## config.mk

```make
export PLATFORM = sky130hd
export DESIGN_NAME = bcd_countdown_timer
export DESIGN_NICKNAME = d
export VERILOG_FILES = /design/src/rtl/timer_pkg.sv /design/src/rtl/bcd_down_digit.sv /design/src/rtl/bcd_countdown_timer.sv
export SDC_FILE = /design/constraint.sdc
export NUM_CORES = 1
export LEC_CHECK = 0
export CAP_MARGIN = 10
export CORE_MARGIN = 5
export CORE_UTILIZATION = 50
export DETAILED_ROUTE_END_ITERATION = 10
export GPL_ROUTABILITY_DRIVEN = 0
export PLACE_DENSITY = 0.76
export SYNTH_ARGS = -nofsm -noshare
export SYNTH_HDL_FRONTEND = slang
export SYNTH_SLANG_ARGS = --single-unit
export TNS_END_PERCENT = 5
```

## constraint.sdc

```tcl
create_clock -name clk -period 5.5 [get_ports clk]
set_input_delay 1.1 -clock clk [delete_from_list [all_inputs] [get_ports clk]]
set_output_delay 1.1 -clock clk [all_outputs]
set_load 0.005 [all_outputs]
```

## src/rtl/timer_pkg.sv

```systemverilog
// Shared types and constants for the BCD count-down timer and its digit cells.
package timer_pkg;

    typedef logic [3:0] bcd_t;

    localparam bcd_t BCD_MAX       = 4'd9;
    localparam bcd_t SEC_TENS_MAX  = 4'd5;
    localparam bcd_t SEC_TENS_WRAP = 4'd6;

    // A one-tick prescaler still needs a single bit so the compare logic stays uniform.
    function automatic int presc_width(input int ticks);
        return (ticks < 2) ? 1 : $clog2(ticks);
    endfunction

endpackage

```

## src/rtl/bcd_down_digit.sv

```systemverilog
// One BCD digit cell: shift-load, saturate, add-with-carry and decrement-with-borrow.
module bcd_down_digit
    import timer_pkg::*;
#(
    parameter bcd_t MAX = BCD_MAX
) (
    input  logic       clk,
    input  logic       clearn,
    input  logic       shift_en,
    input  logic [3:0] shift_in,
    input  logic       sat_en,
    input  logic       add_en,
    input  logic [3:0] add_val,
    input  logic       carry_in,
    input  logic       dec_en,
    input  logic       borrow_in,
    output logic [3:0] digit,
    output logic       borrow_out,
    output logic       carry_out,
    output logic       is_zero
);

    localparam bcd_t WRAP = (MAX == SEC_TENS_MAX) ? SEC_TENS_WRAP : BCD_MAX + 4'd1;

    logic [3:0] digit_q, digit_d;
    logic [4:0] sum;
    logic [4:0] wrapped;

    // borrow_out means "this digit and every digit below it are zero".
    always_comb begin
        sum        = {1'b0, digit_q} + {1'b0, add_val} + {4'b0000, carry_in};
        wrapped    = sum - {1'b0, WRAP};
        carry_out  = add_en && (sum >= {1'b0, WRAP});
        is_zero    = (digit_q == 4'd0);
        borrow_out = borrow_in && is_zero;
        digit_d    = digit_q;
        if (shift_en) begin
            digit_d = shift_in;
        end else if (sat_en) begin
            digit_d = MAX;
        end else if (add_en) begin
            digit_d = carry_out ? wrapped[3:0] : sum[3:0];
        end else if (dec_en && borrow_in) begin
            digit_d = is_zero ? MAX : digit_q - 4'd1;
        end
    end

    always_ff @(posedge clk or negedge clearn) begin
        if (!clearn) begin
            digit_q <= 4'd0;
        end else begin
            digit_q <= digit_d;
        end
    end

    assign digit = digit_q;

endmodule

```

## src/rtl/bcd_countdown_timer.sv

```systemverilog
// mm:ss BCD count-down timer with keypad shift entry, one-second prescaler,
// saturating quick-add and a one-cycle done pulse.
module bcd_countdown_timer
    import timer_pkg::*;
#(
    parameter int NUM_MIN_DIGITS   = 2,
    parameter int TICKS_PER_SEC    = 100,
    parameter int ADD_SECONDS_TENS = 3
) (
    input  logic                        clk,
    input  logic                        clearn,
    input  logic                        loadn,
    input  logic                        enable,
    input  logic                        add_pulse,
    input  logic [3:0]                  bcd_input,
    output logic [3:0]                  bcd_output_usec,
    output logic [3:0]                  bcd_output_dsec,
    output logic [4*NUM_MIN_DIGITS-1:0] bcd_output_min,
    output logic                        zero,
    output logic                        running,
    output logic                        done
);

    localparam int            PW         = presc_width(TICKS_PER_SEC);
    localparam logic [PW-1:0] PRESC_LAST = PW'(TICKS_PER_SEC - 1);
    localparam logic [3:0]    ADD_VAL    = 4'(ADD_SECONDS_TENS);

    logic [PW-1:0] presc_q, presc_d;
    logic          done_q, done_d;
    logic          tick, shift_en, add_en, dec_en, sat_en;
    logic          usec_borrow, usec_carry, usec_zero, dsec_zero;
    logic [NUM_MIN_DIGITS:0]   min_borrow, min_carry;
    logic [NUM_MIN_DIGITS-1:0] min_zero;

    // Keypress beats quick-add, which beats the one-second tick.
    always_comb begin
        shift_en = !loadn && (bcd_input <= BCD_MAX);
        add_en   = loadn && add_pulse;
        tick     = enable && !zero && (presc_q == PRESC_LAST);
        dec_en   = loadn && !add_pulse && tick;
        sat_en   = add_en && min_carry[NUM_MIN_DIGITS];
        presc_d  = presc_q;
        if (!loadn) begin
            presc_d = shift_en ? '0 : presc_q;
        end else if (zero) begin
            presc_d = '0;
        end else if (enable) begin
            presc_d = tick ? '0 : presc_q + 1'b1;
        end
        // Only 0:01 can reach 0:00 on a decrement.
        done_d = dec_en && dsec_zero && (&min_zero) && !usec_zero
                 && (bcd_output_usec[3:1] == 3'b000);
    end

    always_ff @(posedge clk or negedge clearn) begin
        if (!clearn) begin
            presc_q <= '0;
            done_q  <= 1'b0;
        end else begin
            presc_q <= presc_d;
            done_q  <= done_d;
        end
    end

    bcd_down_digit #(.MAX(BCD_MAX)) u_usec (
        .clk        (clk),
        .clearn     (clearn),
        .shift_en   (shift_en),
        .shift_in   (bcd_input),
        .sat_en     (sat_en),
        .add_en     (add_en),
        .add_val    (4'd0),
        .carry_in   (1'b0),
        .dec_en     (dec_en),
        .borrow_in  (1'b1),
        .digit      (bcd_output_usec),
        .borrow_out (usec_borrow),
        .carry_out  (usec_carry),
        .is_zero    (usec_zero)
    );

    bcd_down_digit #(.MAX(SEC_TENS_MAX)) u_dsec (
        .clk        (clk),
        .clearn     (clearn),
        .shift_en   (shift_en),
        .shift_in   (bcd_output_usec),
        .sat_en     (sat_en),
        .add_en     (add_en),
        .add_val    (ADD_VAL),
        .carry_in   (usec_carry),
        .dec_en     (dec_en),
        .borrow_in  (usec_borrow),
        .digit      (bcd_output_dsec),
        .borrow_out (min_borrow[0]),
        .carry_out  (min_carry[0]),
        .is_zero    (dsec_zero)
    );

    for (genvar i = 0; i < NUM_MIN_DIGITS; i++) begin : g_min
        logic [3:0] shift_src;
        if (i == 0) begin : g_first
            assign shift_src = bcd_output_dsec;
        end else begin : g_rest
            assign shift_src = bcd_output_min[4*(i-1) +: 4];
        end

        bcd_down_digit #(.MAX(BCD_MAX)) u_min (
            .clk        (clk),
            .clearn     (clearn),
            .shift_en   (shift_en),
            .shift_in   (shift_src),
            .sat_en     (sat_en),
            .add_en     (add_en),
            .add_val    (4'd0),
            .carry_in   (min_carry[i]),
            .dec_en     (dec_en),
            .borrow_in  (min_borrow[i]),
            .digit      (bcd_output_min[4*i +: 4]),
            .borrow_out (min_borrow[i+1]),
            .carry_out  (min_carry[i+1]),
            .is_zero    (min_zero[i])
        );
    end

    assign zero    = min_borrow[NUM_MIN_DIGITS];
    assign running = enable && !zero;
    assign done    = done_q;

endmodule

```

==> summary.md <==
## Clock network
• 280 ps — clock insertion delay at the later pin of the skew report
• sky130_fd_sc_hd__clkbuf_8 — library cell used as clock root buffer
• 1 — H-Tree Level Count
• 24 — Clock Sinks
• done — CTS tree
• 90 ps — clock-pin transition on the worst setup and hold timing paths
• 0 — hold buffer count at CTS
• 3 — number of buffers created by CTS
• 2 — maximum buffer depth of the clock tree

## Drt
• 0 — number of design rule violations left after detail routing
• 0 — antenna viol nets, final
• 375 um — met3 wire len
• 5.987 — DR vias/cell
• 4 — first drt pass iteration count
• 6094 um — Detailed Route WL
• 256 — number of design-rule violations left by the first detailed-router iteration
• 2,257 — via count of the routed design
• 16.16 um — detailed-route wire length per cell
• 2846 um — metal2 WL
• met4 — top routing layer in use
• 2747 um — total routed wire length on the met1 layer

## Global route
• 10,340 um — first-pass GRT wire length
• 20.96% — global-route usage over all layers
• 2,185 — number of global-route vias before repair
• 0 — global-route congestion overflow total
• 25 — largest net degree at the start of global routing
• 0 — number of antenna violations at the first check in global routing

## Final layout
• sky130_fd_sc_hd__buf_4 (32), sky130_fd_sc_hd__clkdlybuf4s50_1 (25), sky130_fd_sc_hd__dfrtp_1 (24) — commonest non-fill, non-tap cells in the layout
• 377 — number of standard cells in the layout, taps in and fillers out
• sky130_fd_sc_hd__buf_4 — most common cell after layout, fill and taps aside
• 70.03% — utilization after layout
• 0 — count of antenna diodes in the layout
• 354 — # nets final
• 36.76% — Area growth, synth to finish
• 26.15% — ratio of cells with drive above 1 in the final layout

## Critical path
• sky130_fd_sc_hd__o311a_1 — Max stage delay cell, worst path
• u_usec.digit[0] — reg-to-reg startpoint
• 28 — Worst path depth
• 5370 ps — arrival time at the worst endpoint
• 370 ps — setup slack, reg-to-reg
• 30 — worst reg-to-reg path cell count
• flip-flop — endpoint kind of the worst setup timing path
• sky130_fd_sc_hd__ha_4 — cell with the most instances on the worst path
• 5660 ps — required time at the endpoint of the critical path
• in -> reg — critical setup path kind
• 350 ps — Critical Path Max Stage Delay
• 3 — total buffers and inverters traversed by the critical path
• 4 — largest driver fanout on the critical path
• adder cells — cell family with most CP delay
• input port — critical path startpoint category
• u_usec.digit[3] — end of the worst register-to-register path

## STA
• 0 — setup-violating endpoint count in the final report
• 0 — hold violation total from the final report
• 50.96% — Max-Slew Margin vs Limit
• false — RSZ-0062 raised after global routing
• 5209 ps — Tmin final
• 732.1 ps — Worst Tran Pin Value
• 94.71% — Final period util
• 0 — Slew Viols, Final
• 192.0 MHz — Achievable Freq
• 8.544 ps — clock tree skew after final layout
• 0 ps — sum of negative setup slack
• 557.0 ps — Final Hold Slack
• 291.0 ps — worst-case setup margin in the final layout

## Hold path
• presc_q[2] — hold_sp
• presc_q[2] — Hold Path End
• 1 — worst hold path cell count
• reg -> reg — type of the tightest min-delay check

## Placement
• 27 — port buffer count
• 370 — total instance count after detailed placement
• -590.8 ps — worst setup slack after placement
• 4573 um — HPWL Detailed

## Die
• 76.78 um — Vert. Die Dim
• 24 — Row Count
• 51.21% — Starting Density
• 0.004354 sq mm — area of the placeable core
• 28 — io pins
• 0.005894 sq mm — Total Die Area
• 76.78 um — Chip Width

## Power and ir drop
• 516.5 mW/mm^2 — power density over the cells
• 1.313 nW — leakage power total
• 376.4 uV — maximum VDD drop

## Synthesis
• 300 — net count after synthesis
• 0.002230 sq mm — post-synthesis instance area
• 0 — Post-synth EDFFs
• 26.94% — top-area cell type share of the netlist area
• 272 — Cells after Synth
• 52 — number of distinct library cell variants in the gate-level netlist after synthesis
• sky130_fd_sc_hd__dfrtp_1 — post-synth top area cell
• 100.0% — fraction of registers with async set/reset
• sky130_fd_sc_hd__dfrtp_1 (27%), sky130_fd_sc_hd__ha_1 (11%), sky130_fd_sc_hd__a21oi_1 (4.7%) — Area contributors post-synth
• 0 — Synthesis Warnings
• 24 — flops & latches, synth
• sky130_fd_sc_hd__dfrtp_1 — leading register cell type out of synthesis
• 8.197 sq um — mean instance size in the synthesized netlist
• 26.94% — register area share after synthesis

## Outcome
• finished, final reports clean — status

## Job
• 0 — # Max-Cap Violations

[worst register-to-register path: cells and delay by family, from the launching register on]
family	cells	cell delay [ps]
buf+inv	3	200
simple gates	9	1060
flops	1	450
mux	1	270
compound gates	6	1090
fa+ha+maj	9	1600
xor+xnor	2	330
[metrics by stage]
stage / power (mW) / cell area [sq um]
after floorplan: 0.9565 / 2407
after global placement: 1.333 / 2877
after detailed placement: 1.351 / 2877
after CTS: 1.509 / 2978
after global routing: 1.715 / 3049
final: 1.575 / 3049
[synth_stat cells, drive strengths merged, types with 2 or more instances]
cell	number
nor3b	6
nand2	23
nor3	8
o311a	2
buf	5
ha	19
clkbuf	6
a22oi	5
xnor2	6
o31ai	5
mux2i	7
nand4	3
o22ai	5
nor2	23
nor2b	3
o21ai	16
inv	21
a221oi	2
a21o	5
a211oi	2
or3	4
a311oi	2
a31oi	7
dfrtp	24
and3	3
nand3	8
and2	3
mux2	6
nor4	3
a21oi	21
xor2	4
o211ai	3
[flip-flops by register name (all words and copies together) (netlist names)]
name               cells
done                   1
u_dsec.digit           4
u_usec.digit           4
presc_q                7
g_min.u_min.digit      8
[per-layer routing]
layer	global-route usage [%]	vias to the layer above
met1	28.31	1053
met2	33.87	81
met3	3.396	14
met5	0	-
met4	6.993	0
li1	-	1109
[cell families after synthesis]
group                      after synthesis  synth area share [%]
and+or+nand+nor                         91                 21.77
DFF                                     24                 26.94
muxes                                   13                 6.173
xor gates and xnor gates                10                 3.928
buffers and inverters                   32                 5.667
adders and majority gates               19                 10.66
AOI/OAI and AO/OA                       83                 24.86
[how the worst max path moves through the flow]
stage	startpoint	to
after global placement	add_pulse	u_usec.digit[3]
after floorplan	loadn	u_usec.digit[1]
after detailed placement	add_pulse	u_usec.digit[3]
after CTS	add_pulse	g_min[1].u_min.digit[3]
after global routing	add_pulse	u_usec.digit[3]
final	add_pulse	u_usec.digit[3]
[repair_timing]
| item | CTS | global route |
|---|---|---|
| setup buffers | 2 | 2 |
| gates resized for setup | 9 | 19 |
| setup endpoints to repair | 16 | 16 |
| pin swaps | 14 | 15 |
[area by class of cell]
cell class	count	area, sq um
multi-input combinational	216	1725
inverter	21	78.83
tap	52	65.06
fill	344	1305
timing repair buffer	60	524.3
sequential	24	600.6
clock buffer	4	55.05
[power breakdown]
| part | internal (mW) | leakage [nW] | switching (mW) |
|---|---|---|---|
| registers | 0.231 | 0.299 | 0.130 |
| clock network | 0.0641 | 0.0288 | 0.0602 |
| logic | 0.602 | 0.986 | 0.487 |
| total | 0.898 | 1.31 | 0.677 |
(Power assumes the default switching activity.)
